`src/rtl/sram_port_arbiter.sv`:
```
// Two-requester arbiter sharing one single-port synchronous SRAM.
// Burst-limited round-robin grant, combinational SRAM drive, one-cycle read return.
module sram_port_arbiter #(
    parameter int WID    = 32,
    parameter int DEPTH  = 1024,
    parameter int WCOUNT = $clog2(DEPTH),
    parameter int BURST  = 4
) (
    input  logic              clk,
    input  logic              rst_n,
    input  logic              softreset,
    input  logic [15:0]       capacity,
    input  logic              req0,
    input  logic              we0,
    input  logic [WCOUNT-1:0] addr0,
    input  logic [WID-1:0]    wdata0,
    input  logic              req1,
    input  logic              we1,
    input  logic [WCOUNT-1:0] addr1,
    input  logic [WID-1:0]    wdata1,
    output logic              gnt0,
    output logic              gnt1,
    output logic              rvalid0,
    output logic              rvalid1,
    output logic [WID-1:0]    rdata0,
    output logic [WID-1:0]    rdata1,
    output logic              cen,
    output logic              wen,
    output logic [WCOUNT-1:0] addr,
    output logic [WID-1:0]    wdata,
    input  logic [WID-1:0]    rdata,
    output logic              panic
);

    localparam logic [3:0] BURST_MAX  = 4'(BURST);
    localparam logic [4:0] WAIT_LIMIT = 5'(BURST + 1);
    localparam logic [4:0] WAIT_SAT   = 5'h1f;

    logic              owner;
    logic [3:0]        run;
    logic              rpend0;
    logic              rpend1;
    logic [4:0]        wait0;
    logic [4:0]        wait1;

    logic              granted;
    logic              sel;
    logic              we_sel;
    logic [WCOUNT-1:0] addr_sel;
    logic [WID-1:0]    wdata_sel;
    logic              over_cap;

    // Grant depends only on req/owner/run, never on returning read data.
    always_comb begin
        gnt0 = 1'b0;
        gnt1 = 1'b0;
        if (req0 && req1) begin
            if (run < BURST_MAX) begin
                gnt0 = ~owner;
                gnt1 = owner;
            end else begin
                gnt0 = owner;
                gnt1 = ~owner;
            end
        end else begin
            gnt0 = req0;
            gnt1 = req1;
        end
    end

    assign granted   = gnt0 | gnt1;
    assign sel       = gnt1;
    assign we_sel    = sel ? we1    : we0;
    assign addr_sel  = sel ? addr1  : addr0;
    assign wdata_sel = sel ? wdata1 : wdata0;

    always_comb begin
        cen   = 1'b1;
        wen   = 1'b1;
        addr  = '0;
        wdata = '0;
        if (granted) begin
            cen   = 1'b0;
            wen   = ~we_sel;
            addr  = addr_sel;
            wdata = we_sel ? wdata_sel : '0;
        end
    end

    always_ff @(posedge clk or negedge rst_n) begin
        if (!rst_n) begin
            owner  <= 1'b0;
            run    <= 4'd0;
            rpend0 <= 1'b0;
            rpend1 <= 1'b0;
        end else if (softreset) begin
            owner  <= 1'b0;
            run    <= 4'd0;
            rpend0 <= 1'b0;
            rpend1 <= 1'b0;
        end else begin
            if (granted) begin
                if (sel == owner) begin
                    if (run < BURST_MAX) run <= run + 4'd1;
                end else begin
                    owner <= sel;
                    run   <= 4'd1;
                end
            end else begin
                run <= 4'd0;
            end
            rpend0 <= gnt0 & ~we0;
            rpend1 <= gnt1 & ~we1;
        end
    end

    // Starvation watchdogs: a correct round-robin never lets these pass BURST.
    always_ff @(posedge clk or negedge rst_n) begin
        if (!rst_n) begin
            wait0 <= 5'd0;
            wait1 <= 5'd0;
        end else if (softreset) begin
            wait0 <= 5'd0;
            wait1 <= 5'd0;
        end else begin
            if (!req0 || gnt0)          wait0 <= 5'd0;
            else if (wait0 != WAIT_SAT) wait0 <= wait0 + 5'd1;
            if (!req1 || gnt1)          wait1 <= 5'd0;
            else if (wait1 != WAIT_SAT) wait1 <= wait1 + 5'd1;
        end
    end

    // A softreset in the return cycle discards the data of the read already issued.
    assign rvalid0 = rpend0 & ~softreset;
    assign rvalid1 = rpend1 & ~softreset;
    assign rdata0  = rvalid0 ? rdata : '0;
    assign rdata1  = rvalid1 ? rdata : '0;

    assign over_cap = granted && (32'(addr_sel) >= 32'(capacity));

    assign panic = over_cap
                 | (gnt0 & gnt1)
                 | (wait0 > WAIT_LIMIT)
                 | (wait1 > WAIT_LIMIT)
                 | (rpend0 & rpend1);

endmodule

```
`config.mk`:
```
export PLATFORM = sky130hd
export DESIGN_NAME = sram_port_arbiter
export DESIGN_NICKNAME = d
export VERILOG_FILES = /design/src/rtl/sram_port_arbiter.sv
export SDC_FILE = /design/constraint.sdc
export NUM_CORES = 1
export LEC_CHECK = 0
export BUFFER_PORTS_ARGS = -buffer_cell sky130_fd_sc_hd__buf_2
export CORE_AREA = 2 2 98 100
export DETAILED_ROUTE_END_ITERATION = 7
export DIE_AREA = 0 0 100 102
export GPL_ROUTABILITY_DRIVEN = 1
export PLACE_DENSITY = 0.62
export SYNTH_ARGS = -nofsm -noshare
export SYNTH_HDL_FRONTEND = slang
export SYNTH_SLANG_ARGS = --single-unit
```
`constraint.sdc`:
```
create_clock -name clk -period 2.9 [get_ports clk]
set_input_delay 0.29 -clock clk [delete_from_list [all_inputs] [get_ports clk]]
set_output_delay 0.29 -clock clk [all_outputs]
set_load 0.02 [all_outputs]
```
=== Yosys cells after proc, flatten, opt, wreduce, memory -nomap -nowiden ===
Cells that the tools add are included.

* Bits in registers: 17
* Input port bits: 139
* Output and inout bits: 113
* Word-level logic and storage cells: 73

* Add/sub/neg operators: 3
* Magnitude comparators: 4
* Equal/unequal tests: 5
* Multiplexer cells: 29
* Bitwise logic cells: 16
* Reduce and logical (&&, ||, !) cells: 10

{| class="wikitable"
|+ Operators with widths
! kind !! number
|-
| 32-bit 2-to-1 mux || 5
|-
| 5-bit 2-to-1 mux || 6
|-
| 10-bit 2-to-1 mux || 2
|-
| 10-bit by 16-bit greater-or-equal comparator with 1-bit output || 1
|-
| 4-bit 2-to-1 mux || 4
|-
| 1-bit 2-to-1 mux || 12
|-
| 5-bit by 1-bit adder with 5-bit output, second input constant || 2
|-
| 5-bit by 3-bit > comparator with 1-bit output, second input constant || 2
|-
| 5-bit inequality test, second input constant || 2
|-
| 1-bit AND || 6
|-
| 3-bit nonzero test || 2
|-
| 1-bit NOT || 5
|-
| 1-bit bitwise OR || 5
|-
| 4-bit by 1-bit adder with 4-bit output, second input constant || 1
|-
| 4-bit by 3-bit < comparator with 1-bit output, second input constant || 1
|-
| 4-bit by 3-bit inequality test with 1-bit output, second input constant || 1
|-
| 1-bit logical AND || 2
|-
| 1-bit logical NOT || 2
|-
| 1-bit logical OR || 2
|-
| 2-bit inequality test, second input constant || 1
|-
| 2-bit AND reduction || 1
|-
| 2-bit nonzero test || 1
|-
| 1-bit equality test || 1
|}

=== Logic depth before layout (Yosys ltp) ===
Gate-level depths: netlist of run 1.

* Word-level depth: 10
* Mapped depth: 10
* Mapped depth without buffers: 9

=== Worst setup path after synthesis of run 1 ===
No wires, ideal clock.

* Path type: register to output
* Start: reg run[3]
* End: out panic
* Data arrival time: 2286 ps
* Required time: 2610 ps
* Slack: 324 ps
* Cell stages (with the launch flop): 10
* Path buffers: 1
* Cell sequence: dfrtp_1 > o21a_1 > o21ai_2 > nand2_4 > buf_6 > a21bo_1 > ha_1 > a21o_1 > a2111oi_0 > o21ai_1

* Cells in the longest elaborated chain, start to end: 10
* Elaborated cells between the ends (all ways): 14
* Those cells by class: order compare (2); mux (5); bitwise (6); reduce/logical (1)

{| class="wikitable"
|+ RTL lines
! what !! RTL line !! text
|-
| start, declared || 40 || <nowiki>logic [3:0] run;</nowiki>
|-
| start signal, assigned || 104 || <nowiki>if (run < BURST_MAX) run <= run + 4'd1;</nowiki>
|-
| 4-bit by 3-bit < comparator with 1-bit output (*) || 58 || <nowiki>if (run < BURST_MAX) begin</nowiki>
|-
| 1-bit 2-to-1 mux || 58 ||
|-
| 1-bit 2-to-1 mux || 57 || <nowiki>if (req0 && req1) begin</nowiki>
|-
| 10-bit 2-to-1 mux || 74 || <nowiki>assign addr_sel = sel ? addr1 : addr0;</nowiki>
|-
| 10-bit by 16-bit greater-or-equal comparator with 1-bit output || 139 || <nowiki>assign over_cap = granted && (32'(addr_sel) >= 32'(capacity));</nowiki>
|-
| 1-bit logical AND || 139 ||
|-
| 1-bit bitwise OR (*) || 142 || <nowiki>| (gnt0 & gnt1)</nowiki>
|-
| 1-bit bitwise OR (*) || 143 || <nowiki>| (wait0 > WAIT_LIMIT)</nowiki>
|-
| 1-bit bitwise OR (*) || 144 || <nowiki>| (wait1 > WAIT_LIMIT)</nowiki>
|-
| 1-bit bitwise OR (*) || 145 || <nowiki>| (rpend0 & rpend1);</nowiki>
|-
| end, declared || 32 || <nowiki>output logic panic</nowiki>
|}

Mark *: on every way between the ends. The rest lies on a longest branch, timed or not.

=== Final worst setup path of run 1 ===
Same ends and word-level chain as after synthesis.

==> impl_metrics.csv, run 1 <==
group,metric,value,unit
run_status,status,"finished, final reports clean",
global_routing,antenna_found_initial,1,
clocking,cts.sinks,17,
clocking,h-tree-depth,1,
pwr,ir_drop,0.1294,mV
clocking,cts.path.max_buffers,2,
critical_path,cp-start-kind,"flip-flop",
synth,syn_nets,521,
critical_path,critPathArrivalTime,2.59,ns
finish,syn_to_final_growth,59.77,%
floorplan,dieArea,0.01020,mm2
clocking,cts_tree,"done",
finish,drive_gt1_frac,0.4812,
critical_path,cp-end-kind,"output pin",
global_routing,grt_max_degree,35,
synth,yosysTopAreaCell,"dfrtp_1",
hold_path,min_path_type,"in -> reg",
timing,final_max_slew_viol_count,0,
synth,synth_seq_cells,17,
routing,drcViolationCount,0,
routing,wirelength,9887,um
timing,max_slew.worst_pin.slew,0.6332,ns
global_routing,grt.total_usage,0.1718,
pwr,powerDensity,227.8,mW/mm2
routing,routedWlPerCell,13.67,um
hold_path,holdPathStages,2,
routing,postRouteAntennaNets,0,
critical_path,required,2.61,ns
critical_path,crit_slowest_cell,"dfrtp_1",
synth,ys_warn_count,0,
timing,period_minus_slack,2.881,ns
placement,dp_cells,712,
clocking,cts_root_buf,"clkbuf_8",
pwr,total_leakage_power,2.586,nW
clocking,numCtsBuffers,3,
finish,final_area,0.004154,mm2
global_routing,grt_pass1_vias,3093,
routing,viasPerCell,4.690,
synth,netlist_area,0.002600,mm2
placement,routabilityCongestion,0.9059,
synth,avgSynthCellArea,7.123,um2
floorplan,initial_core_util,0.2854,
timing,hold_slack,0.1995,ns
pwr,power,0.9461,mW
flow_run,max_cap_viol_count,0,
routing,drtIter0Drc,115,
critical_path,timing.critical_path.mode_cell,"o21ai_1",
critical_path,critical_path_class,"reg -> out",
synth,synth_cell_types,41,
floorplan,chipHeight,102,um
timing,finalHoldViolCount,0,
critical_path,slowest_delay,0.39,ns
synth,synthTopCellsByArea,"dfrtp_1, and2_1, mux2i_1, nand2_1, ha_1",
placement,port_buffers,251,
routing,vias,3391,
finish,finish.utilization,0.4560,
critical_path,worstPathCellList,"o21a_1 -> o21ai_4 -> nand2_4 -> buf_12 -> a21bo_1 -> ha_1 -> nand2_2 -> o21ai_1 -> a41oi_2 -> o21ai_1 -> buf_4",
synth,synthArstFlopShare,1.000,
timing,skew,0.001265,ns
synth,ys.flop_type,"dfrtp_1",
timing,rsz0062_at_grt,"yes",
floorplan,chipWidth,100,um
critical_path,r2r_cells,6,
finish,nets,768,
timing,finalSetupViolCount,0,
floorplan,fp-row-count,35,
timing,fmax,347.1,MHz
placement,dpl-instance-area,0.003941,mm2
global_routing,grt-ovfl-total,0,
routing,dr.pass1.iters,4,
critical_path,crit_fanout,7,
placement,hpwl,7858,um
clocking,clock_latency,0.25,ns
floorplan,floorplan.core_area,0.009109,mm2
synth,syn_inst,365,
timing,max-slew-margin-rel,0.5734,
timing,finalCritPeriodShare,0.9933,
synth,synth_edf_count,0,
synth,ys_seq_area_frac,0.1636,
finish,finalNonFillerCells,723,
synth,synth_top_area_frac,0.1636,
global_routing,grt_pass1_wl,14260,um
floorplan,ioPinCount,252,
clocking,clkTransAtPathRegs,0.07,ns
per-layer routing:
metal	share of wire	wire (um)	track usage
met5	0	0	0
met4	0.015	149	0.05269
met3	0.062	616	0.02052
met2	0.53	5276	0.3269
met1	0.39	3844	0.2015
state kept, by name (all words and copies together) (netlist names):
| register | count |
|---|---|
| wait1 | 5 |
| rpend1 | 1 |
| owner | 1 |
| wait0 | 5 |
| run | 4 |
| rpend0 | 1 |
layout make-up:
class	count	area [um2]
sequential	17	425.4
clock buffer	3	41.29
multi-input combinational	307	2083
timing repair buffer	268	1401
fill	931	4955
inverter	15	56.30
tap	111	138.9
antenna	1	2.502
clock inverter	1	5.005
logic make-up after synthesis:
kind of cell / Yosys count / share of synthesized area
fa+ha+maj: 17 / 0.08181
simple gates: 203 / 0.3903
flops: 17 / 0.1636
mux: 35 / 0.1347
compound gates: 46 / 0.1333
buf+inv: 41 / 0.07603
xor+xnor: 6 / 0.02021
through the flow:
stage | TNS [ns] | worst slack (ns)
CTS | 0 | 0.01063
global route | -0.1092 | -0.1092
detailed placement | 0 | 0.01696
floorplan | 0 | 0.3239
global placement | 0 | 0.05349
finish | 0 | 0.01929
cell usage in the layout, fill, tap and decap left out, types with 2 or more instances in the layout:
master / count
nor3_1: 2
buf_4: 16
o21ai_0: 4
a21bo_1: 4
nor4_1: 2
and2_1: 64
a21oi_1: 8
buf_2: 250
nor2_1: 22
and3_1: 2
nand4b_1: 2
clkbuf_8: 3
mux2i_1: 35
a21bo_2: 4
xnor2_1: 2
inv_1: 15
o21ai_1: 2
a21o_1: 2
nand3_1: 10
nor3b_1: 3
dfrtp_1: 17
xor2_1: 4
nand2_1: 80
ha_4: 3
ha_1: 14
o311ai_0: 10
nor2b_2: 3
nor2b_1: 5
power by group:
group | switching (mW) | internal (mW) | leakage [nW]
sequential | 0.00544 | 0.242 | 0.234
combinational | 0.290 | 0.227 | 2.33
clock | 0.0868 | 0.0955 | 0.0255
total | 0.382 | 0.564 | 2.59
worst max-delay path: cells and delay by family (launching register included):
| family | cells | cell delay [ns] |
|---|---|---|
| buffers and inverters | 2 | 0.33 |
| flip-flops | 1 | 0.39 |
| adder cells (fa/ha/maj) | 1 | 0.30 |
| AO/OA/AOI/OAI | 6 | 1.08 |
| AND/OR/NAND/NOR | 2 | 0.24 |
path summary, 6_finish.rpt:
check,from,slack (ns),to
max,run[3],0.02,panic
min,we0,0.20,rpend0
max reg2reg,wait1[0],1.21,wait1[3]
min reg2reg,wait0[4],0.57,wait0[4]
max in group asynchronous,rst_n,2.11,wait0[0]
min in group asynchronous,rst_n,0.50,wait1[1]
synth_stat cells, types with 3 or more instances:
library cell	n
nand2_1	81
and2_1	64
mux2i_1	35
nor2_1	23
clkbuf_1	17
dfrtp_1	17
ha_1	17
inv_1	15
nand3_1	11
o311ai_0	10
a21oi_1	9
nor2b_1	8
o21ai_0	6
a21bo_2	5
a21bo_1	4
buf_6	4
xor2_1	4
buf_4	3
nor3b_1	3
repair_timing:
item                       CTS  global route
setup buffers                5             0
hold endpoints to repair    17             0
hold buffers                 1             0
pin swaps                    5            10
resized for setup            6            15
setup endpoints to repair    1             1
(Power assumes the default switching activity.)
==> run 2, diff against run 1 <==
CTS_CLUSTER_DIAMETER = 80   (was default)
clock period = 3.2 ns   (was 2.9 ns; I/O delays follow)
==> run 2 against run 1 <==
Clock power shrank 6%. Count of clock-buffer cells in the layout is the same. Sequential power shrank 9.3%. First-iteration DRC count shrank 22%. Clock skew grew 0.0072 ns. Utilization shrank 1.8 points. Die area is the same. Power shrank 13%. Non-clock buffer count shrank 7. Global-route usage shrank 1.1 points. Worst hold slack gained 0.031 ns. Cell count shrank 1.1%.
==> impl_metrics.csv, run 2 (synthesized netlist as in run 1, its figures left out) <==
group,metric,value,unit
routing,drtIter0Drc,90,
clocking,post_cts_buffers,0,
finish,nFillCells,961,
finish,multi_input_area,0.001982,mm2
placement,dp_cells,710,
timing,max_slew.worst_pin.slew,0.6216,ns
pwr,swShare,0.4047,
clocking,cts_tree,"done",
finish,finish.utilization,0.4376,
floorplan,initial_core_util,0.2854,
critical_path,required,2.88,ns
placement,port_buffers,251,
clocking,cts_root_buf,"clkbuf_8",
pwr,total_leakage_power,2.534,nW
timing,finalSetupViolCount,0,
floorplan,ioPinCount,252,
pwr,seq_power_share,0.272,
pwr,power,0.8252,mW
critical_path,critPathArrivalTime,2.70,ns
clocking,cts.path.max_buffers,2,
routing,viasPerCell,4.652,
finish,nets,761,
global_routing,antenna_found_initial,0,
pwr,pwr-share-comb,0.521,
pwr,p_switching,0.3339,mW
finish,antenna_cells,0,
finish,drive_gt1_frac,0.4553,
floorplan,chipHeight,102,um
routing,vias,3326,
timing,max-slew-margin-rel,0.5812,
critical_path,cp-end-kind,"output pin",
finish,finalNonFillerCells,715,
clocking,cts.sinks,17,
global_routing,grt_pass1_vias,2897,
floorplan,chipWidth,100,um
critical_path,cp-start-kind,"flip-flop",
routing,postRouteAntennaNets,0,
timing,finalHoldViolCount,0,
timing,finalCritPeriodShare,0.9425,
finish,final_cell_mix,"buf_2, nand2_1, and2_1",
hold_path,min_path_type,"in -> reg",
clocking,numCtsBuffers,3,
pwr,powerDensity,207.0,mW/mm2
flow_run,max_cap_viol_count,0,
global_routing,grt_max_degree,35,
timing,final_max_slew_viol_count,0,
timing,setup_tns,0,ns
finish,top_regs,"wait0 (5), wait1 (5), run (4)",
clocking,clock_latency,0.26,ns
timing,rsz0062_at_grt,"no",
pwr,p_clk_frac,0.207,
pwr,p_int,0.4912,mW
routing,dr.pass1.iters,6,
floorplan,floorplan.core_area,0.009109,mm2
floorplan,fp-row-count,35,
clocking,clkTransAtPathRegs,0.08,ns
critical_path,crit_fanout,10,
clocking,h-tree-depth,1,
global_routing,grt_pass1_wl,13480,um
routing,drcViolationCount,0,
finish,seqCellArea,425.4,um2
global_routing,grt-ovfl-total,0,
pwr,ir_drop,0.1177,mV
critical_path,critical_path_class,"reg -> out",
timing,period_minus_slack,3.016,ns
global_routing,grt.total_usage,0.1604,
routing,wirelength,9454,um
timing,fmax,331.6,MHz
finish,final_common_cell,"buf_2",
finish,syn_to_final_growth,53.32,%
timing,skew,0.008427,ns
floorplan,dieArea,0.01020,mm2
run_status,status,"finished, final reports clean",
placement,hpwl,7690,um
routing,routedWlPerCell,13.22,um
placement,routabilityCongestion,0.9271,
-- run 2: critical path, cell delays in order (launching register included) --
cell	delay [ns]
dfrtp_1	0.43
o21a_1	0.23
o21ai_2	0.20
buf_6	0.18
nand3_1	0.09
a21bo_1	0.21
ha_1	0.23
a21o_1	0.18
a2111oi_0	0.38
o21ai_1	0.12
buf_2	0.18
-- run 2: power groups by stage --
stage / Combinational (mW) / Clock [mW] / Sequential (mW)
6_report: 0.430 / 0.171 / 0.225
5_1_grt: 0.471 / 0.182 / 0.225
4_1_cts: 0.432 / 0.175 / 0.224
3_5_place_dp: 0.429 / 0 / 0.229
3_3_place_gp: 0.424 / 0 / 0.229
2_1_floorplan: 0.254 / 0 / 0.228
-- run 2: timing repair --
| item | CTS | global route |
|---|---|---|
| endpoints found under the hold margin | 17 | 0 |
| hold buffers | 1 | 0 |
| endpoints found under the setup margin | 0 | 1 |
| gates resized for setup | 0 | 1 |
-- run 2: path summary, 6_finish.rpt --
| check | depth (start not counted) | slack, ns | end | from |
|---|---|---|---|---|
| setup / recovery | 10 | 0.18 | panic | run[3] |
| hold / removal | 2 | 0.23 | rpend1 | we1 |
| setup reg to reg | 6 | 1.55 | wait1[3] | wait1[0] |
| hold reg to reg | 2 | 0.55 | run[1] | run[1] |
| max in group asynchronous | 2 | 2.40 | wait0[1] | rst_n |
| min in group asynchronous | 2 | 0.51 | wait1[1] | rst_n |
-- run 2: cell type report --
cell class / instances / area share
inverter: 15 / 0.01412
clock buffer: 3 / 0.01036
tap: 111 / 0.03484
multi-input combinational: 307 / 0.4972
sequential: 17 / 0.1067
clock inverter: 1 / 0.001255
timing repair buffer: 261 / 0.3355
-- run 2: through the flow --
stage	hold slack (ns)	worst slack, ns	area [um2]
2_1_floorplan	0.02441	0.5939	2600
3_3_place_gp	0.2683	0.4391	3926
3_5_place_dp	0.2714	0.3904	3926
4_1_cts	0.2308	0.1018	3983
5_1_grt	0.2439	0.02691	3986
6_report	0.2309	0.1841	3986
-- run 2: layer usage --
layer	GRT usage	vias to the layer above	routed length, um	share of wire
met5	0	-	0	0
met4	0.03267	0	67	0.0071
met3	0.01436	6	528	0.056
met2	0.2994	155	4937	0.52
met1	0.2022	1470	3920	0.41
li1	-	1695	-	-
